## config.mk

```make
export PLATFORM = sky130hd
export DESIGN_NAME = overlay_compositor_flat
export DESIGN_NICKNAME = d
export VERILOG_FILES = /design/src/rtl/overlay_compositor_pkg.sv /design/src/rtl/overlay_compositor_if.sv /design/src/rtl/overlay_compositor_palette_regs.sv /design/src/rtl/overlay_compositor.sv /design/src/flat_wrapper.sv
export SDC_FILE = /design/constraint.sdc
export NUM_CORES = 1
export LEC_CHECK = 0
export BUFFER_PORTS_ARGS = -buffer_cell sky130_fd_sc_hd__buf_2
export CAP_MARGIN = 25
export CORE_MARGIN = 2
export CORE_UTILIZATION = 35
export DETAILED_ROUTE_END_ITERATION = 10
export PLACE_DENSITY = 0.47
export SLEW_MARGIN = 20
export SYNTH_ARGS = -nofsm -noshare
export SYNTH_HDL_FRONTEND = slang
export SYNTH_SLANG_ARGS = --single-unit
```

## constraint.sdc

```tcl
create_clock -name clk_in -period 2.6 [get_ports clk_in]
set_input_delay 0.65 -clock clk_in [delete_from_list [all_inputs] [get_ports clk_in]]
set_output_delay 0.65 -clock clk_in [all_outputs]
set_load 0.01 [all_outputs]
```

## src/rtl/overlay_compositor_pkg.sv

```systemverilog
// Shared constants, reset palette and sync payload for the overlay compositor.
package overlay_compositor_pkg;

    localparam int unsigned BG_ENTRIES = 4;
    localparam int unsigned LAYER_BASE = 4;
    localparam logic [23:0] LAYER_COLOR_RESET = 24'hFFFFFF;

    typedef struct packed {
        logic active;
        logic hsync;
        logic vsync;
    } sync_t;

    // Background palette power-on values: empty/reserved black, dynamic green, static red.
    function automatic logic [23:0] bg_reset(input int unsigned idx);
        case (idx)
            1:       return 24'h00FF00;
            2:       return 24'hFF0000;
            default: return 24'h000000;
        endcase
    endfunction

endpackage

```

## src/rtl/overlay_compositor_if.sv

```systemverilog
// Pixel stream, control masks and palette write port of the overlay compositor.
interface overlay_compositor_if #(
    parameter int unsigned NUM_LAYERS = 4,
    parameter int unsigned COLOR_W    = 24,
    parameter int unsigned ADDR_W     = 4
);
    logic [1:0]            fb_class_in;
    logic [NUM_LAYERS-1:0] layer_pixel_in;
    logic [NUM_LAYERS-1:0] layer_en_in;
    logic [NUM_LAYERS-1:0] blink_en_in;
    logic                  active_in;
    logic                  hsync_in;
    logic                  vsync_in;
    logic                  pal_wr_en_in;
    logic [ADDR_W-1:0]     pal_wr_addr_in;
    logic [COLOR_W-1:0]    pal_wr_data_in;
    logic [COLOR_W-1:0]    pixel_out;
    logic                  active_out;
    logic                  hsync_out;
    logic                  vsync_out;
    logic                  blink_phase_out;

    modport master (
        output fb_class_in, layer_pixel_in, layer_en_in, blink_en_in,
               active_in, hsync_in, vsync_in,
               pal_wr_en_in, pal_wr_addr_in, pal_wr_data_in,
        input  pixel_out, active_out, hsync_out, vsync_out, blink_phase_out
    );

    modport slave (
        input  fb_class_in, layer_pixel_in, layer_en_in, blink_en_in,
               active_in, hsync_in, vsync_in,
               pal_wr_en_in, pal_wr_addr_in, pal_wr_data_in,
        output pixel_out, active_out, hsync_out, vsync_out, blink_phase_out
    );
endinterface

```

## src/rtl/overlay_compositor_palette_regs.sv

```systemverilog
// Shadow/active palette register file; shadow is copied to active on commit,
// including any write landing in the commit cycle.
module overlay_compositor_palette_regs
    import overlay_compositor_pkg::*;
#(
    parameter int unsigned NUM_LAYERS = 4,
    parameter int unsigned COLOR_W    = 24,
    parameter int unsigned ADDR_W     = 4
) (
    input  logic                                 clk,
    input  logic                                 rst_n,
    input  logic                                 wr_en,
    input  logic [ADDR_W-1:0]                    wr_addr,
    input  logic [COLOR_W-1:0]                   wr_data,
    input  logic                                 commit,
    output logic [BG_ENTRIES-1:0][COLOR_W-1:0]   bg_pal,
    output logic [NUM_LAYERS-1:0][COLOR_W-1:0]   layer_col
);
    localparam int unsigned PAL_ENTRIES = LAYER_BASE + NUM_LAYERS;

    logic [BG_ENTRIES-1:0][COLOR_W-1:0] bg_shadow;
    logic [BG_ENTRIES-1:0][COLOR_W-1:0] bg_next;
    logic [NUM_LAYERS-1:0][COLOR_W-1:0] layer_shadow;
    logic [NUM_LAYERS-1:0][COLOR_W-1:0] layer_next;
    logic                               in_range_c;

    assign in_range_c = wr_en && (32'(wr_addr) < PAL_ENTRIES);

    // Shadow contents after this cycle's write; also the value committed on a vsync edge.
    always_comb begin
        bg_next    = bg_shadow;
        layer_next = layer_shadow;
        if (in_range_c) begin
            for (int unsigned i = 0; i < BG_ENTRIES; i++) begin
                if (32'(wr_addr) == i) bg_next[i] = wr_data;
            end
            for (int unsigned i = 0; i < NUM_LAYERS; i++) begin
                if (32'(wr_addr) == LAYER_BASE + i) layer_next[i] = wr_data;
            end
        end
    end

    always_ff @(posedge clk or negedge rst_n) begin
        if (!rst_n) begin
            for (int unsigned i = 0; i < BG_ENTRIES; i++) begin
                bg_shadow[i] <= COLOR_W'(bg_reset(i));
                bg_pal[i]    <= COLOR_W'(bg_reset(i));
            end
            for (int unsigned i = 0; i < NUM_LAYERS; i++) begin
                layer_shadow[i] <= COLOR_W'(LAYER_COLOR_RESET);
                layer_col[i]    <= COLOR_W'(LAYER_COLOR_RESET);
            end
        end else begin
            bg_shadow    <= bg_next;
            layer_shadow <= layer_next;
            if (commit) begin
                bg_pal    <= bg_next;
                layer_col <= layer_next;
            end
        end
    end

endmodule

```

## src/rtl/overlay_compositor.sv

```systemverilog
// Two-stage pixel compositor: palette-mapped background with prioritised,
// blinkable overlay layers; masks and palette commit on the vsync rising edge.
module overlay_compositor
    import overlay_compositor_pkg::*;
#(
    parameter int unsigned NUM_LAYERS   = 4,
    parameter int unsigned COLOR_W      = 24,
    parameter int unsigned BLINK_FRAMES = 16,
    parameter int unsigned ADDR_W       = 4
) (
    input  logic                  clk_in,
    input  logic                  rst_n_in,
    overlay_compositor_if.slave   bus
);
    localparam int unsigned CNT_W = (BLINK_FRAMES > 1) ? $clog2(BLINK_FRAMES) : 1;
    localparam int unsigned IDX_W = (NUM_LAYERS > 1) ? $clog2(NUM_LAYERS) : 1;

    logic                               vsync_prev;
    logic                               vs_rise_c;
    logic [CNT_W-1:0]                   frame_cnt;
    logic                               blink_phase;
    logic [NUM_LAYERS-1:0]              en_mask;
    logic [NUM_LAYERS-1:0]              blink_mask;
    logic [NUM_LAYERS-1:0]              hit_c;
    logic                               win_any_c;
    logic [IDX_W-1:0]                   win_idx_c;
    logic [BG_ENTRIES-1:0][COLOR_W-1:0] bg_pal;
    logic [NUM_LAYERS-1:0][COLOR_W-1:0] layer_col;
    sync_t                              s1_sync;
    logic [COLOR_W-1:0]                 s1_bg;
    logic                               s1_hit;
    logic [IDX_W-1:0]                   s1_idx;

    assign vs_rise_c = bus.vsync_in & ~vsync_prev;

    overlay_compositor_palette_regs #(
        .NUM_LAYERS (NUM_LAYERS),
        .COLOR_W    (COLOR_W),
        .ADDR_W     (ADDR_W)
    ) u_palette (
        .clk       (clk_in),
        .rst_n     (rst_n_in),
        .wr_en     (bus.pal_wr_en_in),
        .wr_addr   (bus.pal_wr_addr_in),
        .wr_data   (bus.pal_wr_data_in),
        .commit    (vs_rise_c),
        .bg_pal    (bg_pal),
        .layer_col (layer_col)
    );

    // Visible layers; the highest-index hit wins.
    always_comb begin
        hit_c     = bus.layer_pixel_in & en_mask & ~(blink_mask & {NUM_LAYERS{blink_phase}});
        win_any_c = 1'b0;
        win_idx_c = '0;
        for (int unsigned i = 0; i < NUM_LAYERS; i++) begin
            if (hit_c[i]) begin
                win_any_c = 1'b1;
                win_idx_c = IDX_W'(i);
            end
        end
    end

    // Frame-level control: edge detect, mask sampling and blink counter.
    always_ff @(posedge clk_in or negedge rst_n_in) begin
        if (!rst_n_in) begin
            vsync_prev  <= 1'b0;
            frame_cnt   <= '0;
            blink_phase <= 1'b0;
            en_mask     <= '1;
            blink_mask  <= '0;
        end else begin
            vsync_prev <= bus.vsync_in;
            if (vs_rise_c) begin
                en_mask    <= bus.layer_en_in;
                blink_mask <= bus.blink_en_in;
                if (frame_cnt == CNT_W'(BLINK_FRAMES - 1)) begin
                    frame_cnt   <= '0;
                    blink_phase <= ~blink_phase;
                end else begin
                    frame_cnt <= frame_cnt + CNT_W'(1);
                end
            end
        end
    end

    // S1 captures syncs, background colour and winning layer; S2 forms the output.
    always_ff @(posedge clk_in or negedge rst_n_in) begin
        if (!rst_n_in) begin
            s1_sync        <= '0;
            s1_bg          <= '0;
            s1_hit         <= 1'b0;
            s1_idx         <= '0;
            bus.pixel_out  <= '0;
            bus.active_out <= 1'b0;
            bus.hsync_out  <= 1'b0;
            bus.vsync_out  <= 1'b0;
        end else begin
            s1_sync        <= '{active: bus.active_in, hsync: bus.hsync_in, vsync: bus.vsync_in};
            s1_bg          <= bg_pal[bus.fb_class_in];
            s1_hit         <= win_any_c;
            s1_idx         <= win_idx_c;
            bus.pixel_out  <= !s1_sync.active ? '0 : (s1_hit ? layer_col[s1_idx] : s1_bg);
            bus.active_out <= s1_sync.active;
            bus.hsync_out  <= s1_sync.hsync;
            bus.vsync_out  <= s1_sync.vsync;
        end
    end

    assign bus.blink_phase_out = blink_phase;

endmodule

```

## src/flat_wrapper.sv

```systemverilog
// flat-port wrapper written by rule: the top's interface ports become plain ports
module overlay_compositor_flat import overlay_compositor_pkg::*;
#(
    parameter int unsigned NUM_LAYERS   = 4,
    parameter int unsigned COLOR_W      = 24,
    parameter int unsigned BLINK_FRAMES = 16,
    parameter int unsigned ADDR_W       = 4
)
  (clk_in, rst_n_in, bus_fb_class_in, bus_layer_pixel_in, bus_layer_en_in, bus_blink_en_in, bus_active_in, bus_hsync_in, bus_vsync_in, bus_pal_wr_en_in, bus_pal_wr_addr_in, bus_pal_wr_data_in, bus_pixel_out, bus_active_out, bus_hsync_out, bus_vsync_out, bus_blink_phase_out);
  overlay_compositor_if #(.NUM_LAYERS(NUM_LAYERS), .COLOR_W(COLOR_W), .ADDR_W(ADDR_W)) bus_i ();
  input  logic clk_in;
  input  logic rst_n_in;
  input wire logic [$bits(bus_i.fb_class_in)-1:0] bus_fb_class_in;
  input wire logic [$bits(bus_i.layer_pixel_in)-1:0] bus_layer_pixel_in;
  input wire logic [$bits(bus_i.layer_en_in)-1:0] bus_layer_en_in;
  input wire logic [$bits(bus_i.blink_en_in)-1:0] bus_blink_en_in;
  input wire logic [$bits(bus_i.active_in)-1:0] bus_active_in;
  input wire logic [$bits(bus_i.hsync_in)-1:0] bus_hsync_in;
  input wire logic [$bits(bus_i.vsync_in)-1:0] bus_vsync_in;
  input wire logic [$bits(bus_i.pal_wr_en_in)-1:0] bus_pal_wr_en_in;
  input wire logic [$bits(bus_i.pal_wr_addr_in)-1:0] bus_pal_wr_addr_in;
  input wire logic [$bits(bus_i.pal_wr_data_in)-1:0] bus_pal_wr_data_in;
  output wire logic [$bits(bus_i.pixel_out)-1:0] bus_pixel_out;
  output wire logic [$bits(bus_i.active_out)-1:0] bus_active_out;
  output wire logic [$bits(bus_i.hsync_out)-1:0] bus_hsync_out;
  output wire logic [$bits(bus_i.vsync_out)-1:0] bus_vsync_out;
  output wire logic [$bits(bus_i.blink_phase_out)-1:0] bus_blink_phase_out;
  assign bus_i.fb_class_in = bus_fb_class_in;
  assign bus_i.layer_pixel_in = bus_layer_pixel_in;
  assign bus_i.layer_en_in = bus_layer_en_in;
  assign bus_i.blink_en_in = bus_blink_en_in;
  assign bus_i.active_in = bus_active_in;
  assign bus_i.hsync_in = bus_hsync_in;
  assign bus_i.vsync_in = bus_vsync_in;
  assign bus_i.pal_wr_en_in = bus_pal_wr_en_in;
  assign bus_i.pal_wr_addr_in = bus_pal_wr_addr_in;
  assign bus_i.pal_wr_data_in = bus_pal_wr_data_in;
  assign bus_pixel_out = bus_i.pixel_out;
  assign bus_active_out = bus_i.active_out;
  assign bus_hsync_out = bus_i.hsync_out;
  assign bus_vsync_out = bus_i.vsync_out;
  assign bus_blink_phase_out = bus_i.blink_phase_out;
  overlay_compositor #(.NUM_LAYERS(NUM_LAYERS), .COLOR_W(COLOR_W), .BLINK_FRAMES(BLINK_FRAMES), .ADDR_W(ADDR_W)) u_core (.clk_in(clk_in), .rst_n_in(rst_n_in), .bus(bus_i));
endmodule
```

==> results.cfg, run 1 <==
[run_status]
status = complete, no violations

[routing]
dr_total_vias = 13780
drt.antenna.violating_nets = 0
dr.pass1.iters = 5
routed_wl_mm = 53.32
remaining_drc_errors = 0
avgViaCountPerCell = 5.477
wire_per_inst_um = 21.19
drt-initial-drc-count = 1010

[sta]
maxSlewViolCount = 0
fin_crit_ns = 1.868
fmax_mhz = 535.3
fin_skew_ns = 0.01341
hold_violations = 0
setup_viol = 0
fin_setup_tns_ns = 0
fin_crit_sh = 0.7186
tightest_slew_ns = 0.6909
rsz0062_at_grt = false
maxSlewHeadroom = 0.5394

[die]
fp-row-count = 84
fp.dieW_um = 235.1
core_um2 = 52660
start_util = 0.3549
io_pins = 76
die_h_um = 235.1
design.die.area_um2 = 55260

[place]
dp_hpwl_mm = 28.73
routabilityCongestion = 0.7181
port_buffers = 75

[logic_synthesis]
ys_ff_latch = 454
syn_avg_cell_area_um2 = 10.56
synth_nets = 1818
netlist_area_um2 = 18690
synth.distinct_cells = 31
yosysSeqAreaShare = 0.6232
ys.flop_type = dfstp_2
synth_edf_count = 0
synthArstFlopShare = 1.000
netlist_instances = 1769
yosys_warnings = 0

[power_and_ir_drop]
ir_worst_vdd_uv = 442.1
combinationalPowerShare = 0.152
p_clk_frac = 0.379
power_density_nw_per_um2 = 910.0
power_frac_seq = 0.469
swShare = 0.2638
p_leak_uw = 0.009359
switching_power_uw = 5269
p_int_uw = 14710

[worst_setup_path]
max_stage_delay_ns = 0.46
r2r_slack_ns = 0.98
cp_cell_sequence = buf_2
path_delay_family = flip-flops
crit_slowest_cell = dfrtp_1
crit_type = reg2out
start_kind = register
critical_path_buf_inv_count = 1
critPathMaxFanout = 6
critPathCaptureType = output pin
crit_required_ns = 1.95
arrival_ns = 1.22

[clocking]
cts.path.max_buffers = 3
root_buffer = clkbuf_16
cts_sinks = 454
clk_latency_ns = 0.58
clk_pin_slew_ns = 0.06
ctsResizeCount = 0
cts-htree-levels = 2
numCtsBuffers = 51
cts_tree = built

[layout]
syn_to_final_growth_pct = 17.47
drive_gt1_frac = 0.2784
nets = 1836
final_util = 0.4169
antenna_cells = 0

[run]
cap_violations = 0

[grt]
grt_antenna_before_repair = 2
grt_usage = 0.1941
grt_pass1_vias = 14165
grt_overflow_total = 0
grt_max_degree = 97
grt_pass1_wl_mm = 84.65

[worst_hold_path]
hp-class = in2reg
cells in the mapped netlist (all sizes together), types with 3 or more instances:
| library cell | number | area, um^2 |
|---|---|---|
| a31oi | 192 | 1201 |
| nand2 | 274 | 1028 |
| nand3 | 192 | 960.9 |
| dfrtp | 226 | 5655 |
| nand2b | 3 | 18.77 |
| mux4 | 48 | 1081 |
| nand3b | 25 | 187.7 |
| dfstp | 228 | 5991 |
| o21ai | 193 | 965.9 |
| buf | 41 | 198.9 |
| and2 | 3 | 18.77 |
| nor2 | 193 | 724.4 |
| nor2b | 3 | 18.77 |
| clkbuf | 130 | 490.5 |
stage by stage:
step / setup slack, ns / power (uW) / hold slack (ns) / cell area [um^2] / instances
after CTS: 0.6756 / 20230 / 0.1396 / 21950 / 2516
after floorplan: 0.7650 / 11330 / 0.3312 / 18690 / 1769
after global placement: 0.2870 / 12430 / 0.3322 / 20170 / 2421
after global routing: 0.6724 / 20990 / 0.1564 / 21950 / 2516
after detailed placement: 0.2175 / 12530 / 0.3364 / 20170 / 2421
final: 0.7318 / 19980 / 0.1669 / 21950 / 2516
kinds of logic (layout without fill, tap and decap cells):
family                     after synthesis  in the layout  synth area share
AOI/OAI and AO/OA                      393            393            0.1194
xor gates and xnor gates                 2              2         0.0009375
adders and majority gates                1              1         0.0006694
buffers and inverters                  172            231           0.03709
DFF                                    454            454            0.6232
muxes                                   48             48           0.05785
and+or+nand+nor                        699            699            0.1609
what timing repair did:
item	CTS	global route
hold endpoints to repair	13	0
setup buffers	0	0
hold buffers	1	0
per-layer routing:
metal | vias up | GRT usage | wire, um
met5 | - | 0 | 0
met4 | 0 | 0.05121 | 965
met3 | 71 | 0.02890 | 2366
met2 | 319 | 0.3146 | 25200
met1 | 7135 | 0.2728 | 24780
li1 | 6255 | - | -
power by group through the flow:
stage                     clock, uW  combinational, uW  sequential, uW
after floorplan                   0               1980            9340
after global placement            0               2980            9450
after detailed placement          0               3060            9470
after CTS                      7790               3070            9370
after global routing           8050               3410            9530
final                          7580               3040            9370
flip-flops by register name (all words and copies together) (netlist names):
| signal | count |
|---|---|
| u_core.u_palette.bg_pal | 96 |
| u_core.u_palette.bg_shadow | 96 |
| u_core.u_palette.layer_col | 96 |
| u_core.u_palette.layer_shadow | 96 |
| u_core.bus.pixel_out | 24 |
| u_core.s1_bg | 24 |
| u_core.blink_mask | 4 |
| u_core.en_mask | 4 |
| u_core.frame_cnt | 4 |
| u_core.s1_idx | 2 |
| u_core.s1_sync | 2 |
| u_core.bus.active_out | 1 |
| u_core.bus.blink_phase_out | 1 |
| u_core.bus.hsync_out | 1 |
| u_core.bus.vsync_out | 1 |
| u_core.s1_hit | 1 |
| u_core.vsync_prev | 1 |
layout by cell type, fill, tap and decap left out, types with 2 or more instances in the layout:
cell,Yosys,routed
nand4_1,2,2
nor2b_4,0,3
clkinv_2,0,11
clkbuf_1,128,9
nor2_1,193,192
and2_1,3,2
clkbuf_8,0,11
o21ai_0,143,143
clkinvlp_4,0,2
a21oi_1,2,2
xnor2_1,2,2
dfrtp_1,226,225
inv_6,0,2
buf_12,0,34
mux4_2,48,48
a32o_1,2,2
clkbuf_16,0,51
a31oi_1,192,192
bufinv_16,0,7
buf_2,36,74
nand2b_2,0,2
nand3b_1,25,25
o21ai_1,50,50
buf_4,0,26
nand3_1,192,192
nand2_1,274,273
dfstp_2,228,228
area by class of cell:
| cell class | instances | area, um^2 |
|---|---|---|
| fill | 4997 | 30700 |
| clock buffer | 71 | 1461 |
| tap | 688 | 860.8 |
| clock inverter | 23 | 309.0 |
| inverter | 1 | 3.754 |
| multi-input combinational | 1143 | 6400 |
| sequential | 454 | 11650 |
| timing repair buffer | 136 | 1271 |
worst register-to-register path, delay by kind of cell (launching register included):
kind / cells / cell delay (ns)
buf+inv: 1 / 0.26
simple gates: 2 / 0.24
flops: 1 / 0.37
mux: 1 / 0.58
worst paths after layout:
kind | startpoint | endpoint | depth (start not counted)
worst max-delay path | u_core.bus.blink_phase_out | bus_blink_phase_out | 1
worst min-delay path | bus_hsync_in | u_core.s1_sync[1] | 1
worst max register to register | u_core.s1_idx[0] | u_core.bus.pixel_out[1] | 4
worst min register to register | u_core.s1_sync[1] | u_core.bus.hsync_out | 0
max in group asynchronous | rst_n_in | u_core.u_palette.layer_col[69] | 4
min in group asynchronous | rst_n_in | u_core.frame_cnt[3] | 2
No activity file was read; power rests on OpenSTA's default activity.
==> run 2, diff against run 1 <==
- PLACE_DENSITY: 0.47 -> 0.49
- clock period: 2.6 -> 1.6 ns (I/O delays scaled with it)
==> run 2 against run 1 <==
Utilization rose by 1.3 points. Clock skew grew 0.011 ns. Die area did not move. First-iteration DRC count is 11% lower. Wire length is 1.8% higher. Worst hold slack worse by 0.081 ns. Sequential share of layout area shrank 1.5 points. Non-clock buffer count increased by 55. Count of clock-buffer cells in the layout grew 11. Largest cell class unchanged.
==> results.cfg, run 2 (synthesis gave the netlist of run 1 again) <==
[layout]
layout_commonest_cell = nand2_1
syn_to_final_growth_pct = 21.02
nets = 1891
final_cell_mix = nand2_1, dfstp_2, dfrtp_1
multi_input_area_um2 = 6397
instances_no_fill = 2573
filler_cell_count = 4987
drive_gt1_frac = 0.2887
regArea_um2 = 11650

[place]
port_buffers = 75
dp_hpwl_mm = 32.71
place_inst = 2464
routabilityCongestion = 0.7443
pre_cts_ws_ns = -0.1290

[sta]
tightest_slew_ns = 0.4108
setup_viol = 0
setup_slack_ns = 0.08627
hold_violations = 0
maxSlewHeadroom = 0.7261
fmax_mhz = 660.6
fin_crit_ns = 1.514
rsz0062_at_grt = false
fin_crit_sh = 0.9461
maxSlewViolCount = 0
fin_skew_ns = 0.02441
fin_setup_tns_ns = 0

[routing]
dr_total_vias = 14034
dr.pass1.iters = 5
remaining_drc_errors = 0
wire_per_inst_um = 21.09
routed_wl_mm = 54.26
avgViaCountPerCell = 5.454
drt.antenna.violating_nets = 0
drt-initial-drc-count = 903

[clocking]
cts_sinks = 454
numCtsBuffers = 51
cts-htree-levels = 2
cts_tree = built
clk_latency_ns = 0.60
root_buffer = clkbuf_16
clk_pin_slew_ns = 0.06
cts.path.max_buffers = 3

[die]
start_util = 0.3549
die_h_um = 235.1
fp.dieW_um = 235.1
core_um2 = 52660
fp-row-count = 84
design.die.area_um2 = 55260
io_pins = 76

[grt]
grt_antenna_before_repair = 3
grt_pass1_vias = 14265
use_met2 = 0.3152
grt_overflow_total = 0
grt.met3_usage = 0.02843
grt_use_met1 = 0.2816
grt_pass1_wl_mm = 85.35
top_usage_layer = met2
grt_max_degree = 76
grt_usage = 0.1964

[worst_setup_path]
critPathCaptureType = output pin
crit_type = reg2out
start_kind = register
cp_cell_sequence = buf_2
path_delay_family = flip-flops
arrival_ns = 1.11
critPathMaxFanout = 2
max_stage_delay_ns = 0.39
crit_slowest_cell = dfrtp_2
critical_path_buf_inv_count = 1
crit_required_ns = 1.20

[power_and_ir_drop]
power_density_nw_per_um2 = 1410
p_leak_uw = 0.009676
ir_worst_vdd_uv = 720.8

[worst_hold_path]
hp-class = in2reg

[run]
cap_violations = 0

[run_status]
status = complete, no violations
[run 2: final cells by class]
| class | count | share of cell area |
|---|---|---|
| sequential | 454 | 0.5150 |
| inverter | 1 | 0.0001660 |
| timing repair buffer | 191 | 0.09172 |
| multi-input combinational | 1143 | 0.2829 |
| clock buffer | 82 | 0.06738 |
| clock inverter | 13 | 0.004647 |
| tap | 688 | 0.03806 |
| antenna | 1 | 0.0001106 |
[run 2: repair_timing]
action,CTS,global route
buffers inserted,1,0
hold endpoints to repair,64,0
setup endpoints to repair,1,0
gates resized for setup,1,0
hold buffers,12,0
[run 2: report_power, final]
group | leakage [uW] | switching [uW] | internal (uW) | total, uW
clock network | 0.000807 | 4770 | 6660 | 11400
registers | 0.00515 | 851 | 14400 | 15200
logic | 0.00372 | 2980 | 2230 | 5220
total | 0.00968 | 8600 | 23300 | 31900
[run 2: final timing paths]
kind	start	end	cells past startpoint	slack, ns
worst min-delay path	bus_layer_pixel_in[0]	u_core.s1_hit	2	0.09
worst max register to register	u_core.s1_idx[0]	u_core.bus.pixel_out[23]	4	0.11
worst min register to register	u_core.s1_sync[1]	u_core.bus.hsync_out	0	0.35
worst max-delay path	u_core.bus.blink_phase_out	bus_blink_phase_out	1	0.09
max in group asynchronous	rst_n_in	u_core.u_palette.layer_shadow[88]	3	0.62
min in group asynchronous	rst_n_in	u_core.u_palette.bg_pal[80]	2	0.23
[run 2: layer usage]
layer | share of wire | vias to the layer above
li1 | - | 6369
met1 | 0.47 | 7253
met2 | 0.47 | 341
met3 | 0.044 | 71
met4 | 0.017 | 0
met5 | 0 | -
[run 2: stage by stage]
step	area (um^2)	hold WS, ns	utilization	power, uW
3_3_place_gp	20860	0.2668	0.3961	20440
2_1_floorplan	18690	0.1044	-	18400
5_1_grt	22620	0.06010	0.4295	33470
4_1_cts	22610	0.04826	0.4295	32270
6_report	22620	0.08546	0.4295	31890
3_5_place_dp	20860	0.2688	0.3961	20630
==> run 3, diff against run 2 <==
- CORE_ASPECT_RATIO: unset -> 0.6
==> run 3 against run 2 <==
Flip-flop and latch count stayed put. First-iteration DRC count is 44% higher. Setup slack worse by 0.033 ns. Die area is 0.11% higher. Combinational power is 1% lower. Global-route usage is 0.31 points higher. Utilization is 0.53 points lower. Fmax is 2.1% lower. Wire length is 0.97% lower. Register-to-register slack worse by 0.05 ns. Critical endpoint unchanged.
==> results.cfg, run 3 (synthesis gave the netlist of run 1 again) <==
[sta]
fmax_mhz = 646.5
hold_violations = 0
setup_viol = 0
fin_skew_ns = 0.02196
tightest_slew_ns = 0.4284
maxSlewViolCount = 0
rsz0062_at_grt = false
fin_crit_sh = 0.9668
fin_crit_ns = 1.547
maxSlewHeadroom = 0.7144

[worst_setup_path]
crit_required_ns = 1.20
critPathMaxFanout = 6
path_delay_family = flip-flops
cp.depth = 1
r2r-start = u_core.s1_idx[0]
worst_r2r_path_depth = 4
start_kind = register
critPathCaptureType = output pin
critical_path_buf_inv_count = 1
crit_start = u_core.bus.blink_phase_out
arrival_ns = 1.15
crit_type = reg2out
r2r-end = u_core.bus.pixel_out[19]
r2r_slack_ns = 0.06
crit_slowest_cell = dfrtp_2
cp_cell_sequence = buf_2
max_stage_delay_ns = 0.45

[die]
design.die.area_um2 = 55320
die_h_um = 183.0
fp.dieW_um = 302.3
fp-row-count = 65
io_pins = 76
core_um2 = 52620
start_util = 0.3552

[power_and_ir_drop]
p_total_uw = 31190
ir_worst_vdd_uv = 907.1
p_leak_uw = 0.009535
power_density_nw_per_um2 = 1397

[routing]
avgViaCountPerCell = 5.465
wire_per_inst_um = 20.96
dr.pass1.iters = 5
dr_total_vias = 14012
drt.antenna.violating_nets = 0
drt-initial-drc-count = 1296
routed_wl_mm = 53.73
remaining_drc_errors = 0

[clocking]
clk_pin_slew_ns = 0.06
cts-htree-levels = 2
cts_sinks = 454
cts.path.max_buffers = 3
numCtsBuffers = 45
root_buffer = clkbuf_16
clk_latency_ns = 0.57
cts_tree = built

[run]
cap_violations = 0

[layout]
syn_to_final_growth_pct = 19.45
drive_gt1_frac = 0.2892
final_cell_mix = nand2_1, dfstp_2, dfrtp_1
nets = 1873
final_util = 0.4242
layout_commonest_cell = nand2_1

[place]
port_buffers = 75
routabilityCongestion = 0.7521
dp_hpwl_mm = 32.32

[grt]
grt_antenna_before_repair = 2
grt_overflow_total = 0
grt_usage = 0.1995
grt_pass1_vias = 14334
grt_pass1_wl_mm = 85.84
grt_max_degree = 79

[worst_hold_path]
min_path_cells = 3
worstHoldStart = bus_layer_en_in[3]
hold_path_end = u_core.en_mask[3]
hp-class = in2reg

[run_status]
status = complete, no violations
[run 3: how the worst max path moves through the flow]
stage	end	slack, ns
floorplan	u_core.u_palette.bg_pal[23]	0.01
global placement	u_core.u_palette.bg_pal[0]	-0.17
detailed placement	u_core.u_palette.bg_pal[2]	-0.16
CTS	bus_blink_phase_out	0.02
global route	u_core.bus.pixel_out[21]	0.005
finish	bus_blink_phase_out	0.05
[run 3: power breakdown]
group | internal (uW) | leakage [uW] | total [uW] | switching, uW
combinational | 2220 | 0.00365 | 5170 | 2950
sequential | 14400 | 0.00515 | 15300 | 886
clock | 6130 | 0.000735 | 10800 | 4620
[run 3: metrics by stage]
step	TNS [ns]	hold WS [ns]	setup WS, ns	cells	area [um^2]
after floorplan	0	0.1044	0.01498	1769	18690
after global placement	-3.833	0.2721	-0.1657	2470	20720
after detailed placement	-8.338	0.2738	-0.1649	2470	20720
after CTS	0	0.009965	0.02158	2557	22250
after global routing	0	0.02621	0.004676	2563	22320
final	0	0.03475	0.05318	2564	22320
[run 3: cell type report]
| type | instances | area (um^2) |
|---|---|---|
| fillers | 4946 | 30300 |
| flip-flops and latches | 454 | 11650 |
| diodes | 1 | 2.502 |
| clock inverters | 17 | 150.1 |
| clock buffers | 66 | 1336 |
| well taps | 703 | 879.6 |
| repair buffers | 179 | 1902 |
| multi-input cells | 1143 | 6400 |
| inverters | 1 | 3.754 |
[run 3: worst min-delay path, cell delays in order]
cell and delay [ns]:
buf_2 0.09, nand2_1 0.05, nand2_1 0.04
[run 3: metal layers]
| metal | part of all wire | up-vias | wire (um) | global-route usage |
|---|---|---|---|---|
| met5 | 0 | - | 0 | 0 |
| met1 | 0.48 | 7219 | 25610 | 0.2943 |
| met2 | 0.45 | 395 | 24230 | 0.3097 |
| met4 | 0.017 | 0 | 915 | 0.04040 |
| li1 | - | 6317 | - | - |
| met3 | 0.055 | 81 | 2975 | 0.03352 |
[run 3: what timing repair did]
| action | CTS | global route |
|---|---|---|
| pin swaps | 0 | 0 |
| setup buffers | 0 | 6 |
| hold buffers | 4 | 0 |
| hold endpoints to repair | 55 | 0 |
| endpoints found under the setup margin | 1 | 2 |
| gates resized for setup | 1 | 0 |
